$ cat src/rtl/cmp_pkg.sv
// Shared definitions for the serial nibble comparator: FSM encodings and default operand size.
package cmp_pkg;

  localparam int DEFAULT_NIBBLES = 4;

  typedef enum logic [1:0] {
    IDLE = 2'd0,
    CMP  = 2'd1,
    DONE = 2'd2
  } state_t;

endpackage

$ cat src/rtl/comparator_4bit.sv
// Combinational 4-bit unsigned magnitude comparator; the single shared nibble datapath.
module comparator_4bit (
  input  logic [3:0] a,
  input  logic [3:0] b,
  output logic       gt,
  output logic       lt,
  output logic       eq
);

  assign gt = (a > b);
  assign lt = (a < b);
  assign eq = (a == b);

endmodule

$ cat src/rtl/cmp_serial_ctrl.sv
// Serial unsigned comparator: walks operand nibbles MS-first through one 4-bit comparator,
// stopping at the first differing nibble.
module cmp_serial_ctrl
  import cmp_pkg::*;
#(
  parameter int NIBBLES = DEFAULT_NIBBLES
) (
  input  logic                       clk,
  input  logic                       rst_n,
  input  logic                       start,
  input  logic [4*NIBBLES-1:0]       a,
  input  logic [4*NIBBLES-1:0]       b,
  output logic                       busy,
  output logic                       done,
  output logic                       gt,
  output logic                       lt,
  output logic                       eq,
  output logic [$clog2(NIBBLES):0]   count
);

  localparam int W  = 4 * NIBBLES;
  localparam int IW = $clog2(NIBBLES);
  localparam int CW = IW + 1;

  state_t          state_reg;
  state_t          state_next;
  logic [W-1:0]    a_reg;
  logic [W-1:0]    b_reg;
  logic [IW-1:0]   idx_reg;
  logic [CW-1:0]   exam_reg;

  logic [3:0]      a_nib [NIBBLES];
  logic [3:0]      b_nib [NIBBLES];
  logic [3:0]      nib_a;
  logic [3:0]      nib_b;
  logic            nib_gt;
  logic            nib_lt;
  logic            nib_eq;
  logic            last_nib;

  // Split the captured operands into nibble lanes for the index mux.
  genvar gi;
  generate
    for (gi = 0; gi < NIBBLES; gi++) begin : g_nib
      assign a_nib[gi] = a_reg[4*gi +: 4];
      assign b_nib[gi] = b_reg[4*gi +: 4];
    end
  endgenerate

  assign nib_a    = a_nib[idx_reg];
  assign nib_b    = b_nib[idx_reg];
  assign last_nib = (idx_reg == '0);

  comparator_4bit u_cmp (
    .a  (nib_a),
    .b  (nib_b),
    .gt (nib_gt),
    .lt (nib_lt),
    .eq (nib_eq)
  );

  always_ff @(posedge clk or negedge rst_n) begin
    if (!rst_n) begin
      state_reg <= IDLE;
    end else begin
      state_reg <= state_next;
    end
  end

  always_comb begin
    state_next = state_reg;
    case (state_reg)
      IDLE:    if (start) state_next = CMP;
      CMP:     if (!nib_eq || last_nib) state_next = DONE;
      DONE:    state_next = IDLE;
      default: state_next = IDLE;
    endcase
  end

  always_comb begin
    busy = 1'b0;
    done = 1'b0;
    case (state_reg)
      CMP:     busy = 1'b1;
      DONE:    done = 1'b1;
      default: ;
    endcase
  end

  // Results are only written on the edge that leaves CMP, so they hold at all other times.
  always_ff @(posedge clk or negedge rst_n) begin
    if (!rst_n) begin
      a_reg    <= '0;
      b_reg    <= '0;
      idx_reg  <= '0;
      exam_reg <= '0;
      gt       <= 1'b0;
      lt       <= 1'b0;
      eq       <= 1'b0;
      count    <= '0;
    end else begin
      case (state_reg)
        IDLE: begin
          if (start) begin
            a_reg    <= a;
            b_reg    <= b;
            idx_reg  <= IW'(NIBBLES - 1);
            exam_reg <= '0;
          end
        end
        CMP: begin
          exam_reg <= exam_reg + CW'(1);
          if (!nib_eq) begin
            gt    <= nib_gt;
            lt    <= nib_lt;
            eq    <= 1'b0;
            count <= exam_reg + CW'(1);
          end else if (last_nib) begin
            gt    <= 1'b0;
            lt    <= 1'b0;
            eq    <= 1'b1;
            count <= CW'(NIBBLES);
          end else begin
            idx_reg <= idx_reg - IW'(1);
          end
        end
        default: ;
      endcase
    end
  end

endmodule

$ cat config.mk
export PLATFORM = sky130hd
export DESIGN_NAME = cmp_serial_ctrl
export DESIGN_NICKNAME = d
export VERILOG_FILES = /design/src/rtl/cmp_pkg.sv /design/src/rtl/comparator_4bit.sv /design/src/rtl/cmp_serial_ctrl.sv
export SDC_FILE = /design/constraint.sdc
export NUM_CORES = 1
export LEC_CHECK = 0
export BUFFER_PORTS_ARGS = -buffer_cell sky130_fd_sc_hd__clkbuf_2
export CAP_MARGIN = 0
export CELL_PAD_IN_SITES_DETAIL_PLACEMENT = 0
export CELL_PAD_IN_SITES_GLOBAL_PLACEMENT = 1
export CORE_ASPECT_RATIO = 0.9
export CORE_MARGIN = 10
export CORE_UTILIZATION = 40
export CTS_CLUSTER_SIZE = 12
export DETAILED_ROUTE_END_ITERATION = 7
export GPL_ROUTABILITY_DRIVEN = 0
export PLACE_DENSITY_LB_ADDON = 0.1
export SYNTH_ARGS = -nofsm -noshare
export SYNTH_HDL_FRONTEND = slang
export SYNTH_SLANG_ARGS = --single-unit
$ cat constraint.sdc
create_clock -name clk -period 2.1 [get_ports clk]
set_input_delay 0.105 -clock clk [delete_from_list [all_inputs] [get_ports clk]]
set_output_delay 0.105 -clock clk [all_outputs]
set_load 0.02 [all_outputs]
# --- After elaboration in Yosys (flattened, before gate mapping) ---
# Index checks and enable logic that the tools add are counted.
op_classes:
  n_reduce_logical: 10
  multipliers: 0
  n_bitwise: 1
  n_eq_ne: 8
  shift: 0
  addsub: 2
  n_mux: 24
  order_cmp: 3
  div_mod_pow: 0
ops:
  columns: ["operator", "count"]
  rows:
  - ["$bmux 4 s2", 2]
  - ["$mux 4", 4]
  - ["$mux 2", 5]
  - ["$mux 3", 3]
  - ["$ne 2x2->1 const B", 4]
  - ["$pmux 2 s2", 2]
  - ["$reduce_and 2->1", 4]
  - ["$mux 1", 7]
  - ["$pmux 3 s2", 1]
  - ["$eq 4x4->1", 1]
  - ["$gt 4x4->1", 1]
  - ["$logic_not 2->1", 2]
  - ["$lt 4x4->1", 1]
  - ["$reduce_and 4->1", 1]
  - ["$add 3x1->3 const B", 1]
  - ["$ge 3x3->1 const B", 1]
  - ["$not 2->3", 1]
  - ["$eq 2x1->1 const B", 1]
  - ["$eq 2x2->1 const B", 1]
  - ["$ne 2x1->1 const B", 1]
  - ["$reduce_bool 2->1", 1]
  - ["$sub 2x1->2 const B", 1]
  - ["$logic_not 1->1", 1]
  - ["$logic_or 1x1->1", 1]
totals:
  mem_bits_ro: 0
  input_bits: 35
  regBits: 45
  latchBits: 0
  wordCells: 57
  mem_count: 0
  output_inout_bits: 8
  ram_bits: 0

# --- Depth between registers and ports, before layout ---
# Gate-level depths: netlist of the first run.
depth:
  depth_word: 9
  mapped_depth: 7
  depth_no_buf: 6

# --- Hierarchy ---
# A second synthesis of the first run with hierarchy kept.
hier_totals:
  hier_cells: 141
  area_unflattened_um2: 2078.2
by_module_without_submodules:
  columns: ["mod", "n_inst", "seq_area_each_um2", "cells_each", "area_per_inst_um2"]
  rows:
  - ["cmp_serial_ctrl", 1, 1126.1, 125, 1949.4]
  - ["comparator_4bit", 1, 0.0, 16, 128.9]

# --- Worst setup path before layout of the first run ---
# No wires, ideal clock.
synth_path:
  path_type: "reg-to-reg"
  startpoint: "register idx_reg[0]"
  endpoint: "register lt"
  path_buffers: 1
  period_less_slack_ns: 2.289
  arrival_time_ns: 2.165
  path_slack_ns: -0.189
  setup_time_ns: 0.125
  stages_incl_launch_ff: 7
  t_required_ns: 1.975
  path_cell_list: "dfrtp_1 -> buf_4 -> mux4_2 -> ha_1 -> nand4_1 -> nand2_4 -> mux2_2"
synth_between:
  elab_chain_cells: 7
  elab_cells_between_ends: 13
  classes_between: "order compare: 1; eq/ne: 2; mux: 7; bitwise: 1; reduce/logical: 2"
synth_lines:
  columns: ["element", "line_no", "rtl"]
  rows:
  - ["from (decl)", "cmp_serial_ctrl.sv:29", "logic [IW-1:0] idx_reg;"]
  - ["from (signal assigned)", "cmp_serial_ctrl.sv:107", "idx_reg <= IW'(NIBBLES - 1);"]
  - ["from (signal assigned)", "cmp_serial_ctrl.sv:124", "idx_reg <= idx_reg - IW'(1);"]
  - ["$not 2->3 (implied by the code)", "cmp_serial_ctrl.sv:50, cmp_serial_ctrl.sv:51", null]
  - ["$bmux 4 s2, on equally long branches", "cmp_serial_ctrl.sv:50, cmp_serial_ctrl.sv:51", null]
  - ["$mux 4, on equally long branches (2 in series)", "cmp_serial_ctrl.sv:50, cmp_serial_ctrl.sv:51", null]
  - ["$eq 4x4->1", "comparator_4bit.sv:12", "assign eq = (a == b);"]
  - ["$ne 2x1->1 (no line)", null, null]
  - ["$reduce_and 2->1 (no line)", null, null]
  - ["to (signal assigned)", "cmp_serial_ctrl.sv:115", "lt <= nib_lt;"]
  - ["to (decl)", "cmp_serial_ctrl.sv:16", "output logic lt,"]
# Parallel ways exist; a longest one is shown, timed or not. The select of a mux whose other input is x is not followed.
# A chain may end at the register's enable or synchronous reset.

# --- Worst setup path after layout of the first run ---
# Same ends and word-level chain as after synthesis.

==> impl_metrics.ini, run 1 <==
[route]
postRouteAntennaNets = 0
viasPerCell = 4.88
routed_wl_mm = 4.26
wl_per_cell_um = 16.0
drtIter0Drc = 22
drt_first_pass_iters = 4
route.detailed.drc = 0
vias = 1299

[floorplanning]
initial_core_util_pct = 40.8
die_h_um = 89.0
io_pins = 43
die_w_um = 96.7
core_sq_um = 5190
num_rows = 25
die_area_sq_um = 8610

[sta]
setup_violations = 0
fin_crit_sh_pct = 98.3
fin_setup_tns_ps = 0
holdWs_ps = 25.2
slew_headroom_pct = 61.8
skew_ps = 5.53
rsz0062_at_grt = true
fmax_mhz = 484
finalHoldViolCount = 0
fin_crit_ps = 2060
tightest_slew_ps = 573
slew_viol_final = 0
fin_ws_ps = 35.8

[yosys]
synthCells = 143
avgSynthCellArea_sq_um = 14.8
synth_compound_area_share_pct = 3.13
synth_cell_types = 28
synthSimpleGateAreaFrac_pct = 5.73
syn-cell-area_sq_um = 2120
postSynth.asyncResetShare_pct = 100
synth_nets = 184
ys_warn_count = 0
ys_ff_latch = 45
yosysTopAreaCellShare_pct = 53.2
synth.area.top_cells = dfrtp_1 53%, mux2_2 17%, mux4_2 8.5%, ha_1 3.5%, mux2i_1 3.3%
muxShareOfSynthArea_pct = 29.9
synth_top_family_by_area = multiplexers
synth_top_flop_cell = dfrtp_1
synth_most_common_cell = dfrtp_1
netlist_top_cells_count = 45 x dfrtp_1, 32 x mux2_2, 8 x mux4_2, 7 x inv_1, 7 x mux2i_1
yosys.area.top_type = dfrtp_1
seq_area_frac_synth_pct = 53.2
synth_xor_xnor_area_share_pct = 0.414
yosys.area_share.adder_pct = 3.55
synth-edff-count = 0

[global_routing]
grt_antenna_before_repair = 0
first_global_vias = 1435
grtUsageTotal_pct = 10.3
grt_max_degree = 46
grt_pass1_wl_mm = 7.04
grt_overflow = 0

[power]
p_leak_nw = 1.26
power_density_nw_per_um2 = 1540
total_power_mw = 4.02
ir_drop_v = 0.000604

[worst_setup_path]
start_kind = register
worst_path_max_delay_cell = mux4_2
path_buf_inv = 1
crit_fanout = 5
reg2reg_depth = 6
crit_path_cell_trace = buf_12 > mux4_2 > ha_4 > nand4_1 > nand2_4 > mux2_4
worst_r2r_startpoint = idx_reg[0]$_DFFE_PN0P_
crit_type = register to register
r2r-end = lt$_DFFE_PN0P_
end_kind = register
max_stage_delay_ps = 520
cpLargestDelayFamily = multiplexers
r2r_slack_ps = 40
worstPathArrival_ps = 2250
critical_path.startpoint = idx_reg[0]$_DFFE_PN0P_
crit_required_ps = 2280

[cts]
clock_latency_ps = 300
cts_buffers = 5
cts_buffer_depth = 2
path_clk_slew_ps = 80
clock-root-buffer = clkbuf_8
cts.sinks = 45
h-tree-depth = 2
tritoncts = built

[layout]
multi_input_area_sq_um = 938
area_growth_pct = 23.4
final_area_sq_um = 2610
instances_no_fill = 266
utilization_pct = 50.3
ff_latch_area_sq_um = 1130
num-nets-final = 239
layout-drive-gt1-share_pct = 54.3
diodes = 0
fillers = 486

[run]
max-cap-violations = 0

[min_path]
hold_start = b[15]
hold_depth = 2
hold_path_end = b_reg[15]$_DFFE_PN0P_
min_path_type = input pin to register

[placed_design]
placed_cells = 256
portBuffers = 42
post-place-ws_ps = -96.9
dp.final_hpwl_mm = 3.23
dpl_cell_area_sq_um = 2460

[run_status]
status = finished, final reports clean
==> where the power goes <==
group	switching [mW]	internal (mW)
combinational	0.771	1.12
clock	0.287	0.298
sequential	0.264	1.29
==> layout make-up <==
class,instances,share of cell area [%]
well taps,67,3.21
clock buffers,7,3.69
repair buffers,54,12.5
flip-flops and latches,45,43.2
inverters,8,1.34
multi-input cells,84,35.9
clock inverters,1,0.192
==> layout by cell type (no fill, tap or decap), types with 2 or more instances in the layout <==
cell type  Yosys  layout
dfrtp_1       45      44
clkbuf_2       0      42
mux2_2        32      31
mux4_2         8       8
inv_1          7       7
mux2i_1        7       7
clkbuf_8       0       7
buf_4          1       7
nand2_1        6       6
ha_1           6       4
nand2b_1       3       3
a21oi_1        3       3
buf_6          3       3
mux2_1         2       2
nand3b_1       2       2
and2_1         2       2
a2bb2oi_1      2       2
ha_4           0       2
==> routing by layer <==
layer,track usage [%],vias to the layer above,wire length (um)
li1,-,629,-
met1,12.2,637,1960
met2,16.6,26,2010
met3,3.40,7,207
met4,5.22,0,80
met5,0,-,0
==> worst register-to-register path, stage by stage (launching register included) <==
cell and delay (ps):
dfrtp_2 410, buf_12 130, mux4_2 520, ha_4 290
nand4_1 160, nand2_4 140, mux2_4 300
==> repair_timing <==
item                       4_1_cts  5_1_grt
hold buffers                     1        0
pin swaps                        2        4
buffers inserted                 0        1
hold endpoints to repair        45        0
resized for setup                2        4
setup endpoints to repair        4        8
==> worst max-delay path by stage <==
stage	end	depth (start not counted)
CTS	idx_reg[1]$_DFFE_PN0P_	8
global placement	lt$_DFFE_PN0P_	7
global route	idx_reg[1]$_DFFE_PN0P_	7
floorplan	lt$_DFFE_PN0P_	6
detailed placement	lt$_DFFE_PN0P_	7
finish	lt$_DFFE_PN0P_	6
==> logic make-up (layout without fill, tap and decap cells) <==
group / Yosys count / in the layout
DFF: 45 / 45
adders and majority gates: 6 / 6
muxes: 49 / 49
and+or+nand+nor: 18 / 18
buffers and inverters: 14 / 70
AOI/OAI and AO/OA: 10 / 10
xor gates and xnor gates: 1 / 1
Note: power is estimated with default switching activity, not from simulation.
==> inputs of run 2 (changes only) <==
--- a/config.mk
+++ b/config.mk
@@ -15,7 +15,7 @@
 export CTS_CLUSTER_SIZE = 12
 export DETAILED_ROUTE_END_ITERATION = 7
 export GPL_ROUTABILITY_DRIVEN = 0
-export PLACE_DENSITY_LB_ADDON = 0.1
+export PLACE_DENSITY = 0.83
 export SYNTH_ARGS = -nofsm -noshare
 export SYNTH_HDL_FRONTEND = slang
 export SYNTH_SLANG_ARGS = --single-unit
==> run 2 against run 1 <==
  * The flow now finishes with violations (negative setup slack)
  * Die area is the same
  * Critical path depth stayed put
  * Register-to-register slack worse by 110 ps
  * Clock power shrank 10%
==> impl_metrics.ini, run 2 (same netlist as run 1, synthesis figures left out) <==
[run_status]
status = finished with violations
violations = negative setup slack

[sta]
holdWs_ps = 30.5
setup_violations = 6
skew_ps = 3.92
fin_crit_sh_pct = 103
slew_headroom_pct = 62.4
tightest_slew_ps = 564
fin_crit_ps = 2170
slew_viol_final = 0
rsz0062_at_grt = true
fin_ws_ps = -72.5
fmax_mhz = 460
finalHoldViolCount = 0

[global_routing]
first_global_vias = 1475
grt_pass1_wl_mm = 7.04
grt_overflow = 0
grt_max_degree = 46
grt_antenna_before_repair = 0
grtUsageTotal_pct = 9.98

[worst_setup_path]
r2r-end = lt$_DFFE_PN0P_
crit_fanout = 7
crit_required_ps = 2280
crit_path_cell_trace = buf_12 > mux4_2 > ha_4 > nand4_1 > nand2_4 > mux2_4
path_buf_inv = 1
cp-endpoint = lt$_DFFE_PN0P_
crit_type = register to register
r2r_slack_ps = -70
cpLargestDelayFamily = multiplexers
cp.depth = 6
reg2reg_depth = 6
worstPathArrival_ps = 2350
worst_r2r_startpoint = idx_reg[0]$_DFFE_PN0P_
max_stage_delay_ps = 530
worst_path_max_delay_cell = mux4_2
end_kind = register
critical_path.startpoint = idx_reg[0]$_DFFE_PN0P_
start_kind = register

[cts]
cts_buffers = 5
clock-root-buffer = clkbuf_8
tritoncts = built
path_clk_slew_ps = 80
cts_buffer_depth = 2
h-tree-depth = 2
clock_latency_ps = 290
cts.sinks = 45

[route]
drtIter0Drc = 41
vias = 1287
routed_wl_mm = 4.14
route.detailed.drc = 0
viasPerCell = 4.84
wl_per_cell_um = 15.6
drt_first_pass_iters = 4
postRouteAntennaNets = 0

[floorplanning]
initial_core_util_pct = 40.8
core_sq_um = 5190
die_w_um = 96.7
die_h_um = 89.0
die_area_sq_um = 8610
io_pins = 43
num_rows = 25

[placed_design]
dp.final_hpwl_mm = 3.15
placed_cells = 257
portBuffers = 42

[layout]
fillers = 467
multi_input_area_sq_um = 951
diodes = 0
num-nets-final = 240
utilization_pct = 50.5
area_growth_pct = 23.8
final_common_cell = dfrtp_1
layout-drive-gt1-share_pct = 53.8
final_cell_mix = 45 x dfrtp_1, 42 x clkbuf_2, 31 x mux2_2
ff_latch_area_sq_um = 1130
instances_no_fill = 266

[power]
total_power_mw = 3.97
p_leak_nw = 1.26
ir_drop_v = 0.000572
power_density_nw_per_um2 = 1520

[run]
max-cap-violations = 0

[min_path]
min_path_type = input pin to register
## run 2: cell types whose count changed in the layout (fill, tap and decap cells not counted), sizes merged
cell | previous run | this run
clkinv | 1 | 0
buf | 11 | 12
## run 2: worst min-delay path by stage
stage	from	end	slack, ps	cells past startpoint
2_1_floorplan	rst_n	a_reg[0]$_DFFE_PN0P_	-190	0
3_3_place_gp	rst_n	a_reg[8]$_DFFE_PN0P_	220	2
3_5_place_dp	rst_n	a_reg[12]$_DFFE_PN0P_	220	2
4_1_cts	b[7]	b_reg[7]$_DFFE_PN0P_	20	2
5_1_grt	b[7]	b_reg[7]$_DFFE_PN0P_	30	2
6_report	b[7]	b_reg[7]$_DFFE_PN0P_	30	2
## run 2: power breakdown
| group | total, mW | internal (mW) | leakage (nW) | switching (mW) |
|---|---|---|---|---|
| Clock | 0.526 | 0.261 | 0.0443 | 0.265 |
| Sequential | 1.52 | 1.28 | 0.531 | 0.237 |
| Combinational | 1.93 | 1.13 | 0.680 | 0.796 |
## run 2: through the flow
step / setup TNS (ps) / setup WS (ps) / cell area, sq um
CTS: -270 / -68.5 / 2610
detailed placement: -260 / -80.9 / 2480
global placement: -15.2 / -15.2 / 2480
finish: -183 / -72.5 / 2620
floorplan: -113 / -113 / 2140
global route: -831 / -152 / 2620
## run 2: final cells by class
class                   instances  share of cell area, %
clock buffers                   7                   3.29
inverters                       8                   1.34
multi-input cells              84                   36.3
flip-flops and latches         45                   43.0
well taps                      67                   3.20
repair buffers                 55                   12.9
## run 2: worst reg2reg max path, cell delays in order, from the launching register on
cell and delay (ps):
dfrtp_1 410, buf_12 150, mux4_2 530, ha_4 290
nand4_1 210, nand2_4 170, mux2_4 300
## run 2: layer usage
layer	up-vias	global-route usage [%]	share of wire [%]
li1	626	-	-
met1	632	12.2	47
met2	22	16.7	49
met3	7	1.55	1.8
met4	0	5.35	2.0
met5	-	0	0
## run 2: repair_timing
item | 4_1_cts | 5_1_grt
setup buffers | 1 | 0
gates resized for setup | 2 | 2
hold endpoints to repair | 45 | 0
hold buffers | 1 | 0
pin swaps | 1 | 5
setup endpoints to repair | 6 | 9
